<file path="src/rtl/mc_controller_pkg.sv">
`default_nettype none
// ============================================================================
// Module   : mc_controller_pkg
// Purpose  : Shared encodings for the multi-cycle controller.
// Revision : 1.0 - initial release
// ============================================================================
package mc_controller_pkg;

   typedef enum logic [2:0] {
      ST_FETCH  = 3'd0,
      ST_DECODE = 3'd1,
      ST_EXEC   = 3'd2,
      ST_MEM    = 3'd3,
      ST_WB     = 3'd4
   } state_t;

   typedef enum logic [3:0] {
      CL_NOP   = 4'd0,
      CL_RTYPE = 4'd1,
      CL_IMM   = 4'd2,
      CL_LOAD  = 4'd3,
      CL_STORE = 4'd4,
      CL_BEQ   = 4'd5,
      CL_J     = 4'd6,
      CL_JAL   = 4'd7,
      CL_JR    = 4'd8
   } iclass_t;

   localparam logic [5:0] C_OP_RTYPE = 6'b000000;
   localparam logic [5:0] C_OP_ORI   = 6'b001101;
   localparam logic [5:0] C_OP_LUI   = 6'b001111;
   localparam logic [5:0] C_OP_LW    = 6'b100011;
   localparam logic [5:0] C_OP_SW    = 6'b101011;
   localparam logic [5:0] C_OP_BEQ   = 6'b000100;
   localparam logic [5:0] C_OP_J     = 6'b000010;
   localparam logic [5:0] C_OP_JAL   = 6'b000011;

   localparam logic [5:0] C_FN_ADDU  = 6'b100001;
   localparam logic [5:0] C_FN_SUBU  = 6'b100011;
   localparam logic [5:0] C_FN_OR    = 6'b100101;
   localparam logic [5:0] C_FN_JR    = 6'b001000;

   localparam logic [2:0] C_ALU_ADD  = 3'b000;
   localparam logic [2:0] C_ALU_SUB  = 3'b001;
   localparam logic [2:0] C_ALU_OR   = 3'b011;
   localparam logic [2:0] C_ALU_LUI  = 3'b100;

   localparam logic [1:0] C_PC_PLUS4  = 2'b00;
   localparam logic [1:0] C_PC_BRANCH = 2'b01;
   localparam logic [1:0] C_PC_JUMP   = 2'b10;
   localparam logic [1:0] C_PC_JR     = 2'b11;

endpackage
`default_nettype wire

</file>
<file path="src/rtl/mc_decode.sv">
`default_nettype none
// ============================================================================
// Module   : mc_decode
// Purpose  : Combinational op/func to instruction-class and ALU-code mapping.
// Revision : 1.0 - initial release
// ============================================================================
module mc_decode
   import mc_controller_pkg::*;
(
   input  logic [5:0] i_op,
   input  logic [5:0] i_func,
   output iclass_t    o_class,
   output logic [2:0] o_alu_ctrl
);

   // Anything not recognised falls through as NOP.
   always_comb begin
      o_class    = CL_NOP;
      o_alu_ctrl = C_ALU_ADD;
      case (i_op)
         C_OP_RTYPE: begin
            case (i_func)
               C_FN_ADDU: o_class = CL_RTYPE;
               C_FN_SUBU: begin
                  o_class    = CL_RTYPE;
                  o_alu_ctrl = C_ALU_SUB;
               end
               C_FN_OR: begin
                  o_class    = CL_RTYPE;
                  o_alu_ctrl = C_ALU_OR;
               end
               C_FN_JR: o_class = CL_JR;
               default: o_class = CL_NOP;
            endcase
         end
         C_OP_ORI: begin
            o_class    = CL_IMM;
            o_alu_ctrl = C_ALU_OR;
         end
         C_OP_LUI: begin
            o_class    = CL_IMM;
            o_alu_ctrl = C_ALU_LUI;
         end
         C_OP_LW:  o_class = CL_LOAD;
         C_OP_SW:  o_class = CL_STORE;
         C_OP_BEQ: begin
            o_class    = CL_BEQ;
            o_alu_ctrl = C_ALU_SUB;
         end
         C_OP_J:   o_class = CL_J;
         C_OP_JAL: o_class = CL_JAL;
         default:  o_class = CL_NOP;
      endcase
   end

endmodule
`default_nettype wire

</file>
<file path="src/rtl/mc_controller.sv">
`default_nettype none
// ============================================================================
// Module   : mc_controller
// Purpose  : Multi-cycle FETCH/DECODE/EXEC/MEM/WB control FSM.
// Revision : 1.0 - initial release
// ============================================================================
module mc_controller
   import mc_controller_pkg::*;
(
   input  logic       clk,
   input  logic       reset,
   input  logic [5:0] op,
   input  logic [5:0] func,
   input  logic       zero,
   input  logic       mem_ready,
   output logic       pc_write,
   output logic [1:0] pc_src,
   output logic       ir_write,
   output logic       reg_write,
   output logic       mem_write,
   output logic       mem_to_reg,
   output logic       alu_src,
   output logic       reg_dst,
   output logic       sign,
   output logic       jal_save,
   output logic [2:0] alu_ctrl,
   output logic       instr_done
);

   state_t     r_state;
   iclass_t    r_class;
   logic [2:0] r_alu;
   iclass_t    w_dec_class;
   logic [2:0] w_dec_alu;

   mc_decode u_decode (
      .i_op       (op),
      .i_func     (func),
      .o_class    (w_dec_class),
      .o_alu_ctrl (w_dec_alu)
   );

   always_ff @(posedge clk) begin
      if (reset) begin
         r_state <= ST_FETCH;
         r_class <= CL_NOP;
         r_alu   <= C_ALU_ADD;
      end else begin
         case (r_state)
            ST_FETCH: r_state <= ST_DECODE;
            ST_DECODE: begin
               r_class <= w_dec_class;
               r_alu   <= w_dec_alu;
               case (w_dec_class)
                  CL_J, CL_JR, CL_NOP: r_state <= ST_FETCH;
                  CL_JAL:              r_state <= ST_WB;
                  default:             r_state <= ST_EXEC;
               endcase
            end
            ST_EXEC: begin
               case (r_class)
                  CL_LOAD, CL_STORE: r_state <= ST_MEM;
                  CL_RTYPE, CL_IMM:  r_state <= ST_WB;
                  default:           r_state <= ST_FETCH;
               endcase
            end
            ST_MEM: begin
               if (mem_ready) begin
                  r_state <= (r_class == CL_STORE) ? ST_FETCH : ST_WB;
               end
            end
            default: r_state <= ST_FETCH;
         endcase
      end
   end

   // DECODE uses the live decode because the class is only captured at its end;
   // reset gates everything so a store cannot keep writing while reset is held.
   always_comb begin
      pc_write   = 1'b0;
      pc_src     = C_PC_PLUS4;
      ir_write   = 1'b0;
      reg_write  = 1'b0;
      mem_write  = 1'b0;
      mem_to_reg = 1'b0;
      alu_src    = 1'b0;
      reg_dst    = 1'b0;
      sign       = 1'b0;
      jal_save   = 1'b0;
      alu_ctrl   = C_ALU_ADD;
      instr_done = 1'b0;
      if (!reset) begin
         case (r_state)
            ST_FETCH: begin
               ir_write = 1'b1;
               pc_write = 1'b1;
            end
            ST_DECODE: begin
               case (w_dec_class)
                  CL_J: begin
                     pc_write   = 1'b1;
                     pc_src     = C_PC_JUMP;
                     instr_done = 1'b1;
                  end
                  CL_JR: begin
                     pc_write   = 1'b1;
                     pc_src     = C_PC_JR;
                     instr_done = 1'b1;
                  end
                  CL_JAL: begin
                     pc_write = 1'b1;
                     pc_src   = C_PC_JUMP;
                  end
                  CL_NOP:  instr_done = 1'b1;
                  default: instr_done = 1'b0;
               endcase
            end
            ST_EXEC: begin
               case (r_class)
                  CL_RTYPE: alu_ctrl = r_alu;
                  CL_IMM: begin
                     alu_src  = 1'b1;
                     alu_ctrl = r_alu;
                  end
                  CL_LOAD, CL_STORE: begin
                     alu_src = 1'b1;
                     sign    = 1'b1;
                  end
                  CL_BEQ: begin
                     sign       = 1'b1;
                     alu_ctrl   = C_ALU_SUB;
                     pc_write   = zero;
                     pc_src     = C_PC_BRANCH;
                     instr_done = 1'b1;
                  end
                  default: alu_ctrl = C_ALU_ADD;
               endcase
            end
            ST_MEM: begin
               if (r_class == CL_STORE) begin
                  mem_write  = 1'b1;
                  instr_done = mem_ready;
               end
            end
            ST_WB: begin
               reg_write  = 1'b1;
               instr_done = 1'b1;
               reg_dst    = (r_class == CL_RTYPE);
               mem_to_reg = (r_class == CL_LOAD);
               jal_save   = (r_class == CL_JAL);
            end
            default: instr_done = 1'b0;
         endcase
      end
   end

endmodule
`default_nettype wire
</file>
<file path="config.mk">
export PLATFORM = sky130hd
export DESIGN_NAME = mc_controller
export DESIGN_NICKNAME = d
export VERILOG_FILES = /design/src/rtl/mc_controller_pkg.sv /design/src/rtl/mc_decode.sv /design/src/rtl/mc_controller.sv
export SDC_FILE = /design/constraint.sdc
export NUM_CORES = 1
export LEC_CHECK = 0
export CAP_MARGIN = 20
export CORE_ASPECT_RATIO = 1.75
export CORE_UTILIZATION = 41
export CTS_CLUSTER_SIZE = 30
export DETAILED_ROUTE_END_ITERATION = 16
export PLACE_DENSITY = 0.76
export SYNTH_ARGS = -nofsm -noshare
export SYNTH_HDL_FRONTEND = slang
export SYNTH_SLANG_ARGS = --single-unit
</file>
<file path="constraint.sdc">
create_clock -name clk -period 2.7 [get_ports clk]
set_input_delay 0.81 -clock clk [delete_from_list [all_inputs] [get_ports clk]]
set_output_delay 0.81 -clock clk [all_outputs]
set_load 0.03 [all_outputs]
</file>
---- Word-level counts from Yosys, hierarchy flattened ----
Cells that the tools add are included.
cells by class
  equal/unequal tests ..................... 25
  multiplexer cells ....................... 44
  reduce and logical (&&, ||, !) cells .... 12
operator list
  operator                                                         count
  6-bit == test, second input constant                             5
  4-bit one-hot mux with 7 select lines                            1
  1-bit 2-to-1 mux                                                 27
  3-bit one-hot mux with 4 select lines                            2
  4-bit by 3-bit == test with 1-bit output, second input constant  5
  6-bit by 4-bit == test with 1-bit output, second input constant  3
  3-bit one-hot mux with 2 select lines                            3
  3-bit OR reduction                                               5
  6-bit by 2-bit == test with 1-bit output, second input constant  2
  3-bit 2-to-1 mux                                                 4
  2-bit one-hot mux with 2 select lines                            3
  4-bit by 2-bit == test with 1-bit output, second input constant  2
  4-bit one-hot mux with 2 select lines                            1
  2-bit OR reduction                                               4
  3-bit by 2-bit == test with 1-bit output, second input constant  2
  6-bit by 3-bit == test with 1-bit output, second input constant  1
  6-bit zero test                                                  1
  4-bit by 1-bit == test with 1-bit output, second input constant  1
  4-bit == test, second input constant                             1
  4-bit zero test                                                  1
  1-bit one-hot mux with 4 select lines                            1
  3-bit by 1-bit == test with 1-bit output, second input constant  1
  3-bit == test, second input constant                             1
  3-bit zero test                                                  1
  other kinds (3)                                                  3
storage, ports and cells
  bits in registers ....................... 10
  input port bits ......................... 16
  logic and storage cells ................. 84

---- Depth between registers and ports, before layout ----
  word-level depth ........................ 9
  mapped depth ............................ 6
  gate-level depth less buffers ........... 5

---- By module ----
Synthesis repeated with hierarchy kept, for this count alone.
unflattened totals
  cells, all modules ...................... 129
  area, all modules ....................... 904.6 sq um
modules (own cells, without submodules)
  module         instances  cells each  area an instance (sq um)
  mc_controller  1          101         730.7
  mc_decode      1          28          173.9

---- Worst setup path before layout ----
Ideal clock, no wire load.
  path kind ............................... input-to-output
  start ................................... input reset
  end ..................................... output reg_dst
  arrival ................................. 2319 ps
  required time ........................... 1890 ps
  path slack .............................. -429 ps
  stages .................................. 4
  buffers on the path ..................... 1
  cell sequence ........................... clkbuf_1 -> nor2_1 -> nand3b_1 -> nor3_1
on the way
  longest elaborated chain between the ends .. 1
RTL lines
  element             line                 text
  start: declaration  mc_controller.sv:11  input logic reset,
  1-bit 2-to-1 mux    mc_controller.sv:92  if (!reset) begin
  end: declaration    mc_controller.sv:23  output logic reg_dst,
No other way between the ends.

---- Worst setup path in the final report ----
  start ................................... input op[1]
  end ..................................... output instr_done
on the way
  longest elaborated chain between the ends .. 8
RTL lines
  element                                    line                 text
  start: declaration                         mc_controller.sv:12  input logic [5:0] op,
  6-bit by 4-bit == test with 1-bit output   mc_decode.sv:20      case (i_op)
  2-bit OR reduction (no source line)        -
  4-bit one-hot mux with 7 select lines (*)  mc_decode.sv:20
  4-bit == test (tied with other cells)      mc_controller.sv:99  case (w_dec_class)
  3-bit OR reduction (no source line) (*)    -
  1-bit 2-to-1 mux (*)                       mc_controller.sv:99
  1-bit one-hot mux with 4 select lines (*)  mc_controller.sv:93  case (r_state)
  1-bit 2-to-1 mux (*)                       mc_controller.sv:92
  end: declaration                           mc_controller.sv:27  output logic instr_done
Mark *: on every way between the ends. The rest lies on a longest branch, timed or not.

==> results.yml <==
logic_synthesis:
  syn_nets: 150
  synth-edff-count: 0
  ys_seq_area_frac: 0.2139
  synth_area_um2: 935.9
  avgSynthCellArea_um2: 6.984
  ys.flop_type: "dfxtp_1"
  ys_ff_latch: 10
  synth_commonest_cells: "18 x nor2_1, 17 x nand2_1, 11 x a21oi_1"
  yosysWarnings: 0
  synthTopCellsByArea: "dfxtp_1 21%, nor2_1 7.2%, nand2_1 6.8%"
  yosysTopAreaCell: "dfxtp_1"
  yosys.cell_types.count: 44
  synthArstFlopShare: 0
  syn_inst: 134
  yosysTopAreaCellShare: 0.2139
  yosysMostFrequentCell: "nor2_1"
sta:
  worstMarginPinSlew_ns: 0.3318
  rsz0062_at_grt: "yes"
  min_period_ns: 2.887
  finalSetupViolCount: 4
  fmax_mhz: 346.4
  post-route-period-util: 1.069
  hold_viol: 0
  fin_skew_ns: 0.007434
  setup_slack_ns: -0.1867
  drv_slew: 0
  maxSlewHeadroom: 0.7757
cts:
  cts_made_buffers: 3
  clk_pin_slew_ns: 0.07
  clock_sinks: 10
  root_buffer: "clkbuf_4"
  htreeDepth: 1
  clock_path_buffers: 2
  clock_latency_ns: 0.29
  cts_tree: "built"
finish:
  drive_gt1_frac: 0.5610
  fin_nets: 222
  final_cell_area_mm2: 0.001799
  fin_util: 0.8489
  num_antenna_cells: 0
  n_fill_cell: 126
  area_delta_synth_final_pct: 92.25
route:
  drt_first_pass_iters: 4
  ant_nets: 0
  wl_per_cell_um: 17.88
  drt-initial-drc-count: 47
  via_count: 1359
  via_per_inst: 5.934
  routed_wl_um: 4095
  drc: 0
global_routing:
  grt_overflow: 0
  antenna_found_initial: 0
  grt_usage: 0.3520
  grt_max_degree: 18
  grt_pass1_vias: 1352
  grt_pass1_wl_um: 6168
power:
  intPower_uw: 326.9
  pwr-share-clk: 0.295
  p_sw_uw: 169.9
  seqPwrFrac: 0.325
  combinationalPowerShare: 0.380
  total_power_uw: 496.8
  p_leak_uw: 0.0007285
  ir_drop_uv: 198.8
  swShare: 0.3419
  power_density_mw_per_mm2: 276.1
placed_design:
  io_buffers: 30
  gp_congestion: 0.8216
  place_ws_ns: -0.6784
  place_area_mm2: 0.001459
  hpwl_um: 2471
worst_setup_path:
  crit_path_start: "op[1]"
  startpoint_type: "primary input"
  required_ns: 1.89
  end_kind: "primary output"
  crit_path_max_fanout: 4
  r2r-start: "r_class[0]"
  cp.arrival_ns: 2.08
  critical_path_class: "in -> out"
floorplanning:
  die_area_mm2: 0.002485
  placeableCoreArea_mm2: 0.002120
  initial_utilization: 0.4416
  io_pins: 31
  die_x_um: 38.12
  rows: 22
  die_h_um: 65.21
worst_hold_path:
  hp-class: "reg -> reg"
  hold_start: "r_alu[2]"
status:
  status: "finished with violations"
  failed_checks: "negative setup slack"
flow_run:
  drv_cap: 0
-- logic make-up (layout without fill, tap and decap cells) --
family	Yosys count	after routing	share of synthesized area
compound gates	35	35	0.2607
xor+xnor	3	3	0.02808
mux	1	1	0.01070
flops	10	10	0.2139
simple gates	73	73	0.4251
buf+inv	12	83	0.06149
-- what timing repair did --
item                       4_1_cts  5_1_grt
pin swaps                       17       14
gates resized for setup         67       31
hold buffers                     0        0
setup buffers                   16        8
setup endpoints to repair       13       12
-- area by class of cell --
type	count	area [um2]	area share
Clock buffer	4	36.28	0.02017
Inverter	3	11.26	0.006259
Multi-Input combinational cell	112	888.4	0.4937
Sequential cell	10	202.7	0.1127
Tap cell	24	30.03	0.01669
Timing Repair Buffer	76	630.6	0.3505
-- per-layer routing --
layer | up-vias | track usage | wire [um] | share of wire
met5 | - | 0 | 0 | 0
met4 | 0 | 0.2545 | 275 | 0.067
met3 | 27 | 0.04730 | 175 | 0.043
met2 | 73 | 0.6462 | 2306 | 0.56
met1 | 628 | 0.3221 | 1338 | 0.33
li1 | 631 | - | - | -
-- cell usage in the layout, fill, tap and decap left out, drive strengths merged, types with 2 or more instances in the layout --
cell | netlist | layout
buf | 5 | 70
nor2 | 18 | 18
nand2 | 17 | 17
a21oi | 11 | 11
dfxtp | 10 | 10
clkbuf | 4 | 7
nand2b | 6 | 6
o21ai | 6 | 6
nor3 | 6 | 6
nor2b | 5 | 5
nand3 | 4 | 4
xnor2 | 3 | 3
inv | 3 | 3
nor4 | 3 | 3
and2 | 3 | 3
o31ai | 3 | 3
nand3b | 2 | 2
a21boi | 2 | 2
a211oi | 2 | 2
clkdlybuf4s50 | 0 | 2
o32ai | 2 | 2
or3 | 2 | 2
-- worst paths after layout --
check	endpoint	depth (start not counted)	slack [ns]
setup / recovery	instr_done	7	-0.19
hold / removal	r_alu[2]	2	0.47
setup reg to reg	r_state[0]	5	1.03
hold reg to reg	r_alu[2]	2	0.47
-- worst max-delay path: stages --
cell and delay, ns:
buf_8 0.11, nor4_4 0.31, nand4_1 0.24, o32ai_4 0.21, o31ai_2 0.12, o2bb2ai_2 0.13, buf_6 0.14
-- metrics by stage --
stage | hold WS, ns | instances | setup TNS [ns]
floorplan | 0.4321 | 134 | -0.4761
global placement | 0.4468 | 205 | -4.146
detailed placement | 0.4533 | 205 | -4.600
CTS | 0.4629 | 225 | -0.8091
global route | 0.4835 | 229 | -0.6142
finish | 0.4745 | 229 | -0.5488
-- power by group through the flow --
| stage | clock network, uW | logic [uW] | registers, uW |
|---|---|---|---|
| finish | 147 | 189 | 162 |
| global route | 153 | 201 | 162 |
| CTS | 143 | 166 | 161 |
| detailed placement | 0 | 154 | 164 |
| global placement | 0 | 151 | 164 |
| floorplan | 0 | 88.1 | 161 |
-- state kept, by name, indices dropped and copies added (netlist names) --
name     count
r_alu        3
r_state      3
r_class      4
(Power assumes the default switching activity.)
